[src/rtl/mem_port_arbiter_if.sv]
// mem_port_arbiter_if
//  Bundles the two requester ports (P = processor, D = debug/loader), the
//  single-port memory connection and the status outputs of mem_port_arbiter.
//  Ports per requester x in {p, d}:
//    x_req, x_write, x_addr, x_data   requester -> arbiter
//    x_gnt, x_valid, x_rdata          arbiter -> requester
//  Memory side: mem_addr, mem_data, mem_wren (arbiter -> memory), mem_q (memory -> arbiter)
//  Status: busy, owner (0 = P, 1 = D)
//  Modports: master = requesters plus memory model, slave = the arbiter.
interface mem_port_arbiter_if #(
    parameter int AW = 5,
    parameter int DW = 16
);
    logic          p_req;
    logic          p_write;
    logic [AW-1:0] p_addr;
    logic [DW-1:0] p_data;
    logic          p_gnt;
    logic          p_valid;
    logic [DW-1:0] p_rdata;

    logic          d_req;
    logic          d_write;
    logic [AW-1:0] d_addr;
    logic [DW-1:0] d_data;
    logic          d_gnt;
    logic          d_valid;
    logic [DW-1:0] d_rdata;

    logic [AW-1:0] mem_addr;
    logic [DW-1:0] mem_data;
    logic          mem_wren;
    logic [DW-1:0] mem_q;

    logic          busy;
    logic          owner;

    modport master (
        output p_req, p_write, p_addr, p_data,
        output d_req, d_write, d_addr, d_data,
        output mem_q,
        input  p_gnt, p_valid, p_rdata,
        input  d_gnt, d_valid, d_rdata,
        input  mem_addr, mem_data, mem_wren,
        input  busy, owner
    );

    modport slave (
        input  p_req, p_write, p_addr, p_data,
        input  d_req, d_write, d_addr, d_data,
        input  mem_q,
        output p_gnt, p_valid, p_rdata,
        output d_gnt, d_valid, d_rdata,
        output mem_addr, mem_data, mem_wren,
        output busy, owner
    );
endinterface

[src/rtl/mem_port_arbiter.sv]
// mem_port_arbiter
//  Shares one single-port synchronous memory between the processor (P) and a
//  debug/loader port (D). Round-robin arbitration, one transaction at a time,
//  fixed IDLE -> ISSUE -> WAIT sequence (one transaction per 3 cycles).
//  Ports:
//    clk   system clock, all registers update on its rising edge
//    rst   synchronous active-high reset
//    bus   mem_port_arbiter_if.slave: requester handshakes, memory port, busy/owner
//  Timing: request seen in IDLE at T -> gnt at T+1 (ISSUE, memory address and
//  write enable presented), memory data returns in T+2 (WAIT), valid/rdata at
//  T+3, which is already an IDLE cycle able to arbitrate again.
module mem_port_arbiter #(
    parameter int AW = 5,
    parameter int DW = 16
) (
    input  logic                clk,
    input  logic                rst,
    mem_port_arbiter_if.slave   bus
);

    typedef enum logic [1:0] {
        ST_IDLE  = 2'd0,
        ST_ISSUE = 2'd1,
        ST_WAIT  = 2'd2
    } state_t;

    state_t        state_r;
    state_t        state_nxt_s;

    logic          grant_s;
    logic          win_d_s;
    logic          win_write_s;
    logic [AW-1:0] win_addr_s;
    logic [DW-1:0] win_data_s;

    logic          last_owner_r;
    logic          owner_r;
    logic          lat_write_r;
    logic          busy_r;
    logic          p_gnt_r;
    logic          d_gnt_r;
    logic          p_valid_r;
    logic          d_valid_r;
    logic          mem_wren_r;
    logic [AW-1:0] mem_addr_r;
    logic [DW-1:0] mem_data_r;
    logic [DW-1:0] p_rdata_r;
    logic [DW-1:0] d_rdata_r;

    // Next-state and arbitration decision; a tie goes to the port that did not own last.
    always_comb begin
        state_nxt_s = state_r;
        grant_s     = 1'b0;
        win_d_s     = 1'b0;
        case (state_r)
            ST_IDLE: begin
                if (bus.p_req && bus.d_req) begin
                    grant_s = 1'b1;
                    win_d_s = ~last_owner_r;
                end else if (bus.p_req) begin
                    grant_s = 1'b1;
                    win_d_s = 1'b0;
                end else if (bus.d_req) begin
                    grant_s = 1'b1;
                    win_d_s = 1'b1;
                end else begin
                    grant_s = 1'b0;
                    win_d_s = 1'b0;
                end
                if (grant_s) begin
                    state_nxt_s = ST_ISSUE;
                end else begin
                    state_nxt_s = ST_IDLE;
                end
            end
            ST_ISSUE: state_nxt_s = ST_WAIT;
            ST_WAIT:  state_nxt_s = ST_IDLE;
            default:  state_nxt_s = ST_IDLE;
        endcase
    end

    // Select the winning requester's command fields.
    always_comb begin
        win_write_s = 1'b0;
        win_addr_s  = {AW{1'b0}};
        win_data_s  = {DW{1'b0}};
        if (win_d_s) begin
            win_write_s = bus.d_write;
            win_addr_s  = bus.d_addr;
            win_data_s  = bus.d_data;
        end else begin
            win_write_s = bus.p_write;
            win_addr_s  = bus.p_addr;
            win_data_s  = bus.p_data;
        end
    end

    // State register and one-cycle handshake pulses (gnt in ISSUE, valid after WAIT).
    always_ff @(posedge clk) begin
        if (rst) begin
            state_r    <= ST_IDLE;
            busy_r     <= 1'b0;
            p_gnt_r    <= 1'b0;
            d_gnt_r    <= 1'b0;
            p_valid_r  <= 1'b0;
            d_valid_r  <= 1'b0;
            mem_wren_r <= 1'b0;
        end else begin
            state_r    <= state_nxt_s;
            busy_r     <= (state_nxt_s != ST_IDLE);
            p_gnt_r    <= grant_s & ~win_d_s;
            d_gnt_r    <= grant_s & win_d_s;
            // Write enable exists only in the ISSUE cycle that follows a grant.
            mem_wren_r <= grant_s & win_write_s;
            p_valid_r  <= (state_r == ST_WAIT) & ~owner_r;
            d_valid_r  <= (state_r == ST_WAIT) & owner_r;
        end
    end

    // Latch the accepted transaction and ownership; held until the next grant.
    always_ff @(posedge clk) begin
        if (rst) begin
            owner_r      <= 1'b0;
            last_owner_r <= 1'b1;
            lat_write_r  <= 1'b0;
            mem_addr_r   <= {AW{1'b0}};
            mem_data_r   <= {DW{1'b0}};
        end else if (grant_s) begin
            owner_r      <= win_d_s;
            last_owner_r <= win_d_s;
            lat_write_r  <= win_write_s;
            mem_addr_r   <= win_addr_s;
            mem_data_r   <= win_data_s;
        end
    end

    // Capture read data at the end of WAIT; writes leave the owner's rdata untouched.
    always_ff @(posedge clk) begin
        if (rst) begin
            p_rdata_r <= {DW{1'b0}};
            d_rdata_r <= {DW{1'b0}};
        end else if ((state_r == ST_WAIT) && !lat_write_r) begin
            if (owner_r) begin
                d_rdata_r <= bus.mem_q;
            end else begin
                p_rdata_r <= bus.mem_q;
            end
        end
    end

    assign bus.p_gnt    = p_gnt_r;
    assign bus.d_gnt    = d_gnt_r;
    assign bus.p_valid  = p_valid_r;
    assign bus.d_valid  = d_valid_r;
    assign bus.p_rdata  = p_rdata_r;
    assign bus.d_rdata  = d_rdata_r;
    assign bus.mem_addr = mem_addr_r;
    assign bus.mem_data = mem_data_r;
    assign bus.mem_wren = mem_wren_r;
    assign bus.busy     = busy_r;
    assign bus.owner    = owner_r;

endmodule

[src/flat_wrapper.sv]
// flat-port wrapper written by rule: the top's interface ports become plain ports
module mem_port_arbiter_flat 
#(
    parameter int AW = 5,
    parameter int DW = 16
)
  (clk, rst, bus_p_req, bus_p_write, bus_p_addr, bus_p_data, bus_d_req, bus_d_write, bus_d_addr, bus_d_data, bus_mem_q, bus_p_gnt, bus_p_valid, bus_p_rdata, bus_d_gnt, bus_d_valid, bus_d_rdata, bus_mem_addr, bus_mem_data, bus_mem_wren, bus_busy, bus_owner);
  mem_port_arbiter_if #(.AW(AW), .DW(DW)) bus_i ();
  input  logic clk;
  input  logic rst;
  input wire logic [$bits(bus_i.p_req)-1:0] bus_p_req;
  input wire logic [$bits(bus_i.p_write)-1:0] bus_p_write;
  input wire logic [$bits(bus_i.p_addr)-1:0] bus_p_addr;
  input wire logic [$bits(bus_i.p_data)-1:0] bus_p_data;
  input wire logic [$bits(bus_i.d_req)-1:0] bus_d_req;
  input wire logic [$bits(bus_i.d_write)-1:0] bus_d_write;
  input wire logic [$bits(bus_i.d_addr)-1:0] bus_d_addr;
  input wire logic [$bits(bus_i.d_data)-1:0] bus_d_data;
  input wire logic [$bits(bus_i.mem_q)-1:0] bus_mem_q;
  output wire logic [$bits(bus_i.p_gnt)-1:0] bus_p_gnt;
  output wire logic [$bits(bus_i.p_valid)-1:0] bus_p_valid;
  output wire logic [$bits(bus_i.p_rdata)-1:0] bus_p_rdata;
  output wire logic [$bits(bus_i.d_gnt)-1:0] bus_d_gnt;
  output wire logic [$bits(bus_i.d_valid)-1:0] bus_d_valid;
  output wire logic [$bits(bus_i.d_rdata)-1:0] bus_d_rdata;
  output wire logic [$bits(bus_i.mem_addr)-1:0] bus_mem_addr;
  output wire logic [$bits(bus_i.mem_data)-1:0] bus_mem_data;
  output wire logic [$bits(bus_i.mem_wren)-1:0] bus_mem_wren;
  output wire logic [$bits(bus_i.busy)-1:0] bus_busy;
  output wire logic [$bits(bus_i.owner)-1:0] bus_owner;
  assign bus_i.p_req = bus_p_req;
  assign bus_i.p_write = bus_p_write;
  assign bus_i.p_addr = bus_p_addr;
  assign bus_i.p_data = bus_p_data;
  assign bus_i.d_req = bus_d_req;
  assign bus_i.d_write = bus_d_write;
  assign bus_i.d_addr = bus_d_addr;
  assign bus_i.d_data = bus_d_data;
  assign bus_i.mem_q = bus_mem_q;
  assign bus_p_gnt = bus_i.p_gnt;
  assign bus_p_valid = bus_i.p_valid;
  assign bus_p_rdata = bus_i.p_rdata;
  assign bus_d_gnt = bus_i.d_gnt;
  assign bus_d_valid = bus_i.d_valid;
  assign bus_d_rdata = bus_i.d_rdata;
  assign bus_mem_addr = bus_i.mem_addr;
  assign bus_mem_data = bus_i.mem_data;
  assign bus_mem_wren = bus_i.mem_wren;
  assign bus_busy = bus_i.busy;
  assign bus_owner = bus_i.owner;
  mem_port_arbiter #(.AW(AW), .DW(DW)) u_core (.clk(clk), .rst(rst), .bus(bus_i));
endmodule
[config.mk]
export PLATFORM = sky130hd
export DESIGN_NAME = mem_port_arbiter_flat
export DESIGN_NICKNAME = d
export VERILOG_FILES = /design/src/rtl/mem_port_arbiter_if.sv /design/src/rtl/mem_port_arbiter.sv /design/src/flat_wrapper.sv
export SDC_FILE = /design/constraint.sdc
export NUM_CORES = 1
export LEC_CHECK = 0
export BUFFER_PORTS_ARGS = -buffer_cell sky130_fd_sc_hd__buf_2
export CAP_MARGIN = 40
export CORE_MARGIN = 5
export CORE_UTILIZATION = 49
export DETAILED_ROUTE_END_ITERATION = 6
export PLACE_DENSITY = 0.85
export SYNTH_ARGS = -nofsm -noshare
export SYNTH_HDL_FRONTEND = slang
export SYNTH_SLANG_ARGS = --single-unit
export TNS_END_PERCENT = 5
[constraint.sdc]
create_clock -name clk -period 4.3 [get_ports clk]
set_input_delay 0.43 -clock clk [delete_from_list [all_inputs] [get_ports clk]]
set_output_delay 0.43 -clock clk [all_outputs]
set_load 0.01 [all_outputs]
==> results of run 1 <==
==> Yosys cell counts, drive strengths merged, types with 2 or more instances <==
library cell / number
nor3b: 2
o21ai: 24
dfxtp: 64
nor2: 4
nand4: 22
nor4bb: 2
nor4b: 2
clkbuf: 20
a21oi: 34
buf: 12
a31oi: 22
nand2: 65
nand3: 22
==> final timing paths <==
path	end	slack, ps	cells after the start	start
hold reg to reg	u_core.bus.p_rdata[10]$_SDFFE_PP0P_	450	2	u_core.bus.p_rdata[10]$_SDFFE_PP0P_
setup reg to reg	u_core.lat_write_r$_SDFFE_PP0N_	2500	4	u_core.state_r[1]$_SDFF_PP0_
setup / recovery	u_core.lat_write_r$_SDFFE_PP0N_	2500	4	u_core.state_r[1]$_SDFF_PP0_
hold / removal	u_core.bus.d_rdata[7]$_SDFFE_PP0P_	340	3	bus_mem_q[7]
==> flip-flops by register name (all words and copies together) (netlist names) <==
signal               cells
u_core.bus.busy          1
u_core.bus.p_valid       1
u_core.bus.d_gnt         1
u_core.bus.p_rdata      16
u_core.bus.owner         1
u_core.bus.mem_wren      1
u_core.last_owner_r      1
u_core.bus.d_valid       1
u_core.bus.p_gnt         1
u_core.bus.mem_addr      5
u_core.lat_write_r       1
u_core.bus.d_rdata      16
u_core.bus.mem_data     16
u_core.state_r           2
==> routing by layer <==
layer / vias to the layer above / share of wire (%) / track usage, % / routed length (um)
li1: 1288 / - / - / -
met1: 1172 / 42 / 26.29 / 2882
met2: 134 / 46 / 33.96 / 3115
met3: 12 / 11 / 5.044 / 717
met4: 0 / 1.6 / 9.459 / 110
met5: - / 0 / 0 / 0
==> area by class of cell <==
class / instances / area [um2]
Tap cell: 70 / 87.58
Clock buffer: 12 / 135.1
Clock inverter: 4 / 45.04
Sequential cell: 64 / 1281
Multi-Input combinational cell: 206 / 1072
Timing Repair Buffer: 128 / 676.9
Fill cell: 428 / 1744
==> metrics by stage <==
stage / instance area, um2 / util, % / worst slack (ps) / hold WS [ps] / power (W)
after floorplan: 2500 / - / 2877 / 480.5 / 0.0007641
after global routing: 3298 / 65.41 / 2376 / 344.1 / 0.001367
after detailed placement: 3118 / 61.84 / 2189 / 444.6 / 0.0008443
final: 3298 / 65.41 / 2496 / 339.6 / 0.001311
after CTS: 3298 / 65.41 / 2522 / 329.5 / 0.001321
after global placement: 3079 / 61.07 / 2215 / 438.6 / 0.0008359
==> worst register-to-register path: stages, from the launching register on <==
cell,delay [ps]
sky130_fd_sc_hd__dfxtp_1,390
sky130_fd_sc_hd__a211oi_2,710
sky130_fd_sc_hd__buf_4,320
sky130_fd_sc_hd__nand3_1,120
sky130_fd_sc_hd__a31oi_1,180
==> power by group through the flow <==
| stage | clock [W] | combinational, W | sequential, W |
|---|---|---|---|
| floorplan | 0 | 0.0000970 | 0.000667 |
| global placement | 0 | 0.000178 | 0.000657 |
| detailed placement | 0 | 0.000186 | 0.000658 |
| CTS | 0.000488 | 0.000186 | 0.000646 |
| global route | 0.000512 | 0.000205 | 0.000651 |
| finish | 0.000479 | 0.000186 | 0.000646 |
==> cells in the final DEF, fill, tap and decap left out <==
master                        n
sky130_fd_sc_hd__nand2_1     65
sky130_fd_sc_hd__o21bai_1     1
sky130_fd_sc_hd__clkbuf_1     3
sky130_fd_sc_hd__a21oi_1     34
sky130_fd_sc_hd__a221o_1      1
sky130_fd_sc_hd__o21ai_0     24
sky130_fd_sc_hd__nor4bb_1     1
sky130_fd_sc_hd__a211oi_2     1
sky130_fd_sc_hd__buf_16       1
sky130_fd_sc_hd__nand3_1     22
sky130_fd_sc_hd__nand2b_1     1
sky130_fd_sc_hd__nand4bb_1    1
sky130_fd_sc_hd__dfxtp_1     64
sky130_fd_sc_hd__a31oi_1     22
sky130_fd_sc_hd__nor4b_4      1
sky130_fd_sc_hd__clkinv_2     3
sky130_fd_sc_hd__nand4_1     22
sky130_fd_sc_hd__or2_2        1
sky130_fd_sc_hd__nor2_1       4
sky130_fd_sc_hd__nor4bb_2     1
sky130_fd_sc_hd__buf_2      123
sky130_fd_sc_hd__buf_4        3
sky130_fd_sc_hd__nor3b_1      2
sky130_fd_sc_hd__clkbuf_8     9
sky130_fd_sc_hd__bufinv_16    1
sky130_fd_sc_hd__nor4b_1      1
sky130_fd_sc_hd__or4b_1       1
sky130_fd_sc_hd__buf_6        1
==> cell families after synthesis <==
logic type,after synthesis,share of synthesized area (%)
buf+inv,32,6.105
flops,64,51.25
compound gates,83,18.32
simple gates,123,24.32
==> results.md, run 1 <==
- The later pin in the worst-skew pair is clocked with a latency of roughly 340 ps.
- The clock sink count is 64.
- The kind of end point of the critical path is a flop.
- The proportion of synthesized flip-flops having asynchronous set or reset is 0%.
- The routability congestion estimate from global placement is about 0.8.
- The count of hold buffers inserted by post-cts repair is 0.
- The clock edge transition at the registers on the reported setup and hold paths is 70 ps.
- The number of placed I/O pins is 124.
- Net switching is around a quarter of the power.
- The quantity of I/O buffers inserted on ports is 123.
- The largest individual stage delay along the critical path comes from the cell sky130_fd_sc_hd__a211oi_2.
- The number of global-route vias before repair is about 2400.
- The TritonCTS clock tree is yes.
- Setup repair after global routing left no endpoint under its margin.
- The count of different cell masters after synthesis is 25.
- The height of the chip is slightly above 80 um.
- The internal power contribution is 0.0009677 W.
- The synthesized design contains 64 register bits.
- In this run the power density over the cells is ~400 nW/um2.
- Along the worst path, the maximum fanout reaches 13.
- Combinational logic is responsible for 14.2% of the overall power.
- Together, buffers and inverters on the worst path number 1.
- For this block, the routed nets add up to ~6800 um of wire.
- The post-synthesis cell area is between 2000 and 2500 um2.
- STA puts the critical path data required time at roughly 4600 ps.
- The dominant register cell in the synthesized netlist is sky130_fd_sc_hd__dfxtp_1.
- The data arrival at the endpoint of the critical path is 2060 ps.
- The final antenna diode count is 0.
- TritonCTS created 9 clock buffers.
- Relative to the synthesized area, the layout overhead comes to 31.93%.
- The net switching power is about 0.00034 W.
- The post-CTS setup buffer count is 0.
- Of the available clock period, the critical path in the final layout requires between 40% and 50%.
- The count of final hold-check violations is 0.
- The type of element launching the critical path is a flop.
- The tightest min-delay check is of the input port to flop type.
- The number of warnings issued by yosys is 0.
- For this run, the slowest stage of the critical path takes roughly 710 ps.
- The slew at the pin closest to its max-slew limit is approximately 850 ps.
- The number of nets with antenna violations after detailed routing is 0.
- The number of nets at the end of the flow is 473.
- By area the synthesized netlist is led by sky130_fd_sc_hd__dfxtp_1, sky130_fd_sc_hd__nand2_1, sky130_fd_sc_hd__a21oi_1.
- The total area inside the core boundary comes to around 5000 um2.
- The worst relative slew slack is a little over two fifths.
- The floorplan step defined a die boundary enclosing between 6000 and 7000 um2.
- Adding up every negative setup slack in the final design gives 0 ps.
- The DRC marker count from the first detailed-route iteration is between 150 and 200.
- Summed over all cells, the static leakage comes to around 1.4 nW.
- In this run the deepest clock path goes through 2 buffers.
- The critical path's top delay family is compound AO/OA/AOI/OAI gates.
- The first global-routing pass estimated ~11000 um of wire.
- The max-cap violation count is 0.
- From left edge to right edge, the die measures between 80 and 90 um.
- The final non-filler cell total is between 400 and 500.
- The cell taking the most area after synthesis is sky130_fd_sc_hd__dfxtp_1.
- The share of layout cells above drive strength 1 is around a third.
- Traced cell by cell, the critical path runs through a211oi_2, buf_4, nand3_1, a31oi_1.
- The H-tree was split into 3 levels.
- The aggregate global-route resource usage is 20.93%.
- The largest net degree at the start of global routing is 35.
- The routed wire length per instance is roughly 14 um.
- Summed over all layers, the global routing overflow is 0.
- After floorplanning, the core was divided into 26 placement rows.
- The buffer cell driving the clock tree root is sky130_fd_sc_hd__clkbuf_8.
- For the final database, setup skew stands at ~9.4 ps.
- The number of detailed-routing iterations run before antenna repair is 5.
- The number of cells upsized or downsized after cts is 0.
- In this run, synthesis inferred 0 flip-flops with an integrated enable.
- The proportion of power drawn by flip-flops and latches is around half.
- The routed design could run at a clock period as short as roughly 1800 ps.
- The clock network accounts for 36.5% of the total power.
- The number of nets produced by synthesis is 366.
- The total DRC errors in the routed layout is 0.
- Setup violations remaining at the end of the flow were counted as 0.
- The proportion of synthesized chip area in sequential cells is 51.25%.
- Including well taps, the total number of placed cells is 468.
- The critical path is of the flop to flop type.
- The via count is ~2600.
- The share of the synthesized area in the top cell type is around half.
- For this configuration, the core starts out at a cell density of 49.58%.
- The run finished with clean final reports.
- The number of antenna violations at the first check in global routing was 0.
- Across the VDD grid, the largest voltage drop is roughly 0.22 mV.
- The max-slew violation count was 0.
- The mean instance size in the synthesized netlist is 8.278 um2.
- The post-DP HPWL is between 4000 and 5000 um.
- Static timing analysis puts the maximum clock frequency at between 0.5 and 0.6 GHz.
- Synthesis handed over a netlist of 302 instances.
- The per-cell via count in the routed design is between 5 and 6.
(Power assumes the default switching activity.)
==> run 2: changes to the inputs <==
- CORE_UTILIZATION: 49 -> 45
- PLACE_DENSITY: 0.85 -> 0.79
- clock period: 4.3 -> 1.7 ns (I/O delays scaled with it)
==> run 2 against run 1 <==
Against the previous run: worst hold slack lost 250 ps; clock skew shrank 4.6 ps; wire length grew 5.0%; via count grew 1.3%; first-iteration DRC count shrank 16%; register-to-register slack lost 2200 ps; die area grew 7.8%; largest cell class unchanged.
==> results.md, run 2 (synthesized netlist as in run 1, its figures left out) <==
- The most frequent standard cell in the layout excluding fill and tap cells is sky130_fd_sc_hd__buf_2.
- The critical path required time was 1960 ps (-2600 ps).
- The height of the chip is 84.54 um (+3.8%).
- The power per unit of standard cell area was 1074 nW/um2 (+170%).
- The worst relative slew slack is 66.86% (+23 points).
- The maximum buffer depth of the clock tree is 2 (unchanged).
- The die outline area is 7146 um2 (+7.8%).
- The largest clock skew in the final design is 4.822 ps (-4.555 ps).
- The total routed wirelength is 7167 um (+5.0%).
- The row count is 27 (+3.8%).
- The worst setup path is captured at a flop.
- The routability congestion estimate from global placement is 0.7588 (-6.1%).
- For this design, the slowest cell found on the critical path is sky130_fd_sc_hd__dfxtp_1.
- The number of placed I/O pins is 124 (unchanged).
- The total DRC errors in the routed layout was 0 (unchanged).
- The leakage power is 1.483 nW (+4.7%).
- The post-route setup TNS is 0 ps (unchanged).
- The routed wire length per instance is 14.42 um (+2.2%).
- The first-pass GRT wire length is 11770 um (+9.1%).
- The total clock buffers created by CTS is 9 (unchanged).
- The highest net fanout along the worst path is 23 (+10).
- The share of the clock period used by the worst path came to 84.88% (+43 points).
- The quantity of I/O buffers inserted on ports is 123 (unchanged).
- The tree is rooted in a sky130_fd_sc_hd__clkbuf_8.
- The core area is 5439 um2 (+7.9%).
- The clock sink count is 64 (unchanged).
- The via count was 2640 (+1.3%).
- The number of cells upsized or downsized after cts came to 0 (unchanged).
- The max-cap violation count is 0 (unchanged).
- The category of the most critical setup path is flop to flop.
- The clock edge transition at the registers on the reported setup and hold paths is 70 ps (about the same).
- The post-DP HPWL was 5136 um (+6.1%).
- The post-CTS setup buffer count was 0 (unchanged).
- The DRC marker count from the first detailed-route iteration came to 136 (-16%).
- The max-slew violation count came to 0 (unchanged).
- The setup-violating endpoint count in the final report came to 0 (unchanged).
- The number of detailed-routing iterations run before antenna repair is 4 (-1).
- The initial core utilization came to 45.96% (-3.6 points).
- Setup repair after global routing left no endpoint under its margin.
- The total global routing overflow is 0 (unchanged).
- The cell count after placement is 481 (+2.8%).
- The fraction of the core area covered by cells at the end of the flow is 62.78% (-2.6 points).
- The area of placed instances is 3179 um2 (+2.0%).
- The peak clock frequency supported by timing is 0.6930 GHz (+25%).
- The number of H-tree branching levels came to 3 (unchanged).
- The TritonCTS clock tree is yes.
- The clock latency on the worst-skew pair is 330 ps (about the same).
- The largest net degree at the start of global routing is 34 (-2.9%).
- The slew at the pin closest to its max-slew limit is 491.9 ps (-353.3 ps).
- The final non-filler cell total is 497 (+2.7%).
- The count of hold buffers inserted by post-cts repair is 0 (unchanged).
- The worst min-delay path class is input port to flop.
- The run finished with clean final reports.
- The critical path buffer and inverter count is 0 (-1).
- The per-cell via count in the routed design is 5.312 (-1.3%).
- The area growth from synthesis to layout is 36.59%.
- The count of final hold-check violations is 0 (unchanged).
- The worst setup path is launched from a flop.
- The number of nets with antenna violations after detailed routing is 0 (unchanged).
- Leaving out fill and tap cells, the most frequent cells in the layout are sky130_fd_sc_hd__buf_2, sky130_fd_sc_hd__nand2_1, sky130_fd_sc_hd__dfxtp_1, sky130_fd_sc_hd__a21oi_1, sky130_fd_sc_hd__o21ai_0.
- The maximum vdd drop is 0.6291 mV (+190%).
- The final non-filler cell area is 3415 um2 (+3.5%).
- The share of layout cells above drive strength 1 is 37.18% (+2.2 points).
- The overall die width is 84.54 um (+3.8%).
- The final antenna diode count is 0 (unchanged).
- The worst hold slack across all endpoints was 86.03 ps (-253.5 ps).
- The aggregate global-route resource usage was 20.12% (-0.81 points).
- On the critical path the largest part of the delay comes from flip-flops.
- The post-route minimum period was 1443 ps (-361.2 ps).
- Walking the worst path, the cells encountered are or2_2, o21ai_0, a31oi_1.
- The number of nets at the end of the flow came to 484 (+2.3%).
- The critical path's largest stage delay is 570 ps (-140 ps).
- The number of global-route vias before repair is 2555 (+4.8%).
- The data arrival at the endpoint of the critical path is 1700 ps (-360 ps).
- The number of antenna violations at the first check in global routing is 0 (unchanged).
==> run 2: per-stage QoR <==
stage,setup slack (ps),power [W]
2_1_floorplan,276.8,0.001933
3_3_place_gp,343.3,0.002152
3_5_place_dp,269.0,0.002155
4_1_cts,254.1,0.003693
5_1_grt,137.6,0.003843
6_report,257.1,0.003666
==> run 2: report_power, final <==
group	switching (W)	total, W	internal, W
logic	0.000288	0.000497	0.000210
clock network	0.000574	0.00154	0.000969
registers	0.0000453	0.00163	0.00158
total	0.000907	0.00367	0.00276
==> run 2: final cells by class <==
type | count | area (um2)
clock inverters | 6 | 107.6
repair buffers | 139 | 735.7
flip-flops and latches | 64 | 1281
fillers | 505 | 2024
clock buffers | 10 | 127.6
multi-input cells | 206 | 1072
well taps | 72 | 90.09
==> run 2: worst min-delay path, stage by stage <==
cell and delay [ps]:
sky130_fd_sc_hd__buf_2 100, sky130_fd_sc_hd__nand2_1 50, sky130_fd_sc_hd__a21oi_1 50
==> run 2: path summary, 6_finish.rpt <==
check                                startpoint                             endpoint  slack, ps  cells past startpoint
max reg2reg        u_core.state_r[0]$_SDFF_PP0_  u_core.bus.mem_data[5]$_SDFFE_PP0N_        260                      3
max                u_core.state_r[0]$_SDFF_PP0_  u_core.bus.mem_data[5]$_SDFFE_PP0N_        260                      3
min reg2reg  u_core.bus.d_rdata[7]$_SDFFE_PP0P_   u_core.bus.d_rdata[7]$_SDFFE_PP0P_        450                      2
min                                bus_mem_q[6]   u_core.bus.d_rdata[6]$_SDFFE_PP0P_         90                      3
==> run 2: layer usage <==
layer | up-vias | wire length, um | GRT usage (%)
met2 | 134 | 3324 | 33.45
met3 | 6 | 838 | 8.243
met4 | 0 | 58 | 7.626
met1 | 1194 | 2945 | 23.11
met5 | - | 0 | 0
li1 | 1306 | - | -
==> run 3: changes to the inputs <==
- CORE_UTILIZATION: 45 -> 41
- PLACE_DENSITY: 0.79 -> 0.76
- clock period: 1.7 -> 1.3 ns (I/O delays scaled with it)
==> run 3 against run 2 <==
Against the previous run: the flow now finishes with violations (negative setup slack); first-iteration DRC count is 38% lower; wire length rose by 5.6%; global-route usage shrank 0.74 points; highest routed layer unchanged.
==> results.md, run 3 (synthesized netlist as in run 1, its figures left out) <==
- The row count is 28 (+3.7%).
- The die outline area came to 7759 um2 (+8.6%).
- The via count is 2713 (+2.8%).
- The total DRC errors in the routed layout is 0 (unchanged).
- The highest net fanout along the worst path came to 8 (-65%).
- The worst relative slew slack is 69.84% (+3.0 points).
- The final antenna diode count is 0 (unchanged).
- The share of layout cells above drive strength 1 is 41.16% (+4.0 points).
- The aggregate global-route resource usage is 19.38% (-0.74 points).
- STA classifies the critical path endpoint as a flop.
- The first-pass GRT wire length is 11810 um (+0.29%).
- The maximum vdd drop is 0.7318 mV (+16%).
- The clock edge transition at the registers on the reported setup and hold paths came to 70 ps (about the same).
- The number of detailed-routing iterations run before antenna repair was 4 (unchanged).
- The worst hold slack across all endpoints is 51.17 ps (-34.86 ps).
- The worst min-delay path class is input port to flop.
- The number of nets with antenna violations after detailed routing is 0 (unchanged).
- The largest net degree at the start of global routing is 33 (-2.9%).
- The count of final hold-check violations is 0 (unchanged).
- The number of antenna violations at the first check in global routing is 0 (unchanged).
- The max-slew violation count is 0 (unchanged).
- The share of the clock period used by the worst path is 101.7% (+17 points).
- The category of the most critical setup path is flop to flop.
- The smallest setup slack after layout came to -21.55 ps (-278.6 ps).
- Leaving out fill and tap cells, the most frequent cell in the layout is sky130_fd_sc_hd__buf_2.
- The core area was 5921 um2 (+8.9%).
- The leakage power is 1.530 nW (+3.1%).
- The slew at the pin closest to its max-slew limit was 447.6 ps (-44.21 ps).
- In the layout the commonest cells are sky130_fd_sc_hd__buf_2, sky130_fd_sc_hd__nand2_1, sky130_fd_sc_hd__dfxtp_1, sky130_fd_sc_hd__a21oi_1, sky130_fd_sc_hd__o21ai_0.
- The peak clock frequency supported by timing is 0.7567 GHz (+9.2%).
- The maximum buffer depth of the clock tree is 2 (unchanged).
- The data arrival at the endpoint of the critical path was 1580 ps (-120 ps).
- The routability congestion estimate from global placement is 0.7806 (+2.9%).
- The checks that failed: negative setup slack.
- The run finished, with violations left.
- The quantity of I/O buffers inserted on ports is 123 (unchanged).
- The number of placed I/O pins is 124 (unchanged).
- The initial core utilization is 42.22% (-3.7 points).
- The tree is rooted in a sky130_fd_sc_hd__clkbuf_8.
- The post-route setup TNS was -21.55 ps (-21.55 ps).
- The critical path required time was 1560 ps (-400 ps).
- Setup repair after global routing could not meet its margin everywhere.
- The height of the chip is 88.09 um (+4.2%).
- The count of fill cells added during filler insertion is 548 (+8.5%).
- The power per unit of standard cell area is 1243 nW/um2 (+16%).
- The largest clock skew in the final design is 6.437 ps (+1.615 ps).
- The setup-violating endpoint count in the final report is 1 (+1).
- The per-cell via count in the routed design is 5.372 (+1.1%).
- The max-cap violation count came to 0 (unchanged).
- The type of element launching the critical path is a flop.
- The overall die width is 88.09 um (+4.2%).
- The area growth from synthesis to layout is 41.54%.
- The number of global-route vias before repair is 2597 (+1.6%).
- The clock latency on the worst-skew pair is 330 ps (about the same).
- The TritonCTS clock tree is yes.
- The count of hold buffers inserted by post-cts repair is 0 (unchanged).
- The number of H-tree branching levels is 3 (unchanged).
- The DRC marker count from the first detailed-route iteration was 84 (-38%).
- The post-DP HPWL was 5241 um (+2.1%).
- The clock sink count was 64 (unchanged).
- The total clock buffers created by CTS is 9 (unchanged).
- The post-route minimum period came to 1322 ps (-121.4 ps).
- The number of nets at the end of the flow is 491 (+1.4%).
- The routed wire length per instance is 14.99 um (+3.9%).
- The total routed wirelength was 7569 um (+5.6%).
- The total global routing overflow is 0 (unchanged).
[run 3: cell type report]
cell class                      instances  area, um2  share of cell area [%]
Clock buffer                            9      123.9                   3.501
Clock inverter                          5      50.05                   1.414
Multi-Input combinational cell        206       1132                   32.00
Sequential cell                        64       1290                   36.46
Tap cell                               75      93.84                   2.652
Timing Repair Buffer                  146      848.3                   23.97
[run 3: worst max-delay path, cell delays in order, from the launching register on]
cell and delay, ps:
sky130_fd_sc_hd__dfxtp_4 360, sky130_fd_sc_hd__buf_6 130, sky130_fd_sc_hd__nor4bb_4 340, sky130_fd_sc_hd__buf_6 200
sky130_fd_sc_hd__nand2_1 80, sky130_fd_sc_hd__a21oi_2 130
[run 3: where the power goes]
group	leakage [nW]	total [W]	switching, W	internal (W)
sequential	0.524	0.00212	0.0000562	0.00207
clock	0.0945	0.00156	0.000710	0.000850
combinational	0.912	0.000715	0.000400	0.000315
[run 3: repair_timing]
action / 4_1_cts / 5_1_grt
setup buffers: 1 / 0
gates cloned: 1 / 0
endpoints found under the setup margin: 48 / 56
pin swaps: 1 / 2
gates resized for setup: 12 / 15
[run 3: final timing paths]
check / slack [ps] / endpoint / cells past startpoint / start
min: 50 / u_core.bus.p_rdata[15]$_SDFFE_PP0P_ / 3 / bus_mem_q[15]
max: -20 / u_core.bus.d_rdata[11]$_SDFFE_PP0P_ / 5 / u_core.state_r[0]$_SDFF_PP0_
min reg2reg: 450 / u_core.bus.d_rdata[10]$_SDFFE_PP0P_ / 2 / u_core.bus.d_rdata[10]$_SDFFE_PP0P_
max reg2reg: -20 / u_core.bus.d_rdata[11]$_SDFFE_PP0P_ / 5 / u_core.state_r[0]$_SDFF_PP0_
[run 3: routing by layer]
metal  vias up  routed length [um]  track usage (%)
li1       1319                   -                -
met1      1243                3073            23.46
met2       139                3527            31.92
met3        12                 850            6.397
met4         0                 117            7.555
met5         -                   0                0
[run 3: metrics by stage]
stage	cells	worst slack, ps	instance area, um2	util, %	power [W]
after floorplan	302	-83.76	2501	-	0.002528
after global placement	489	2.554	3259	55.05	0.002841
after detailed placement	489	-60.27	3259	55.05	0.002847
after CTS	505	-11.17	3481	58.79	0.004424
after global routing	505	-78.68	3538	59.76	0.004610
final	505	-21.55	3538	59.76	0.004398
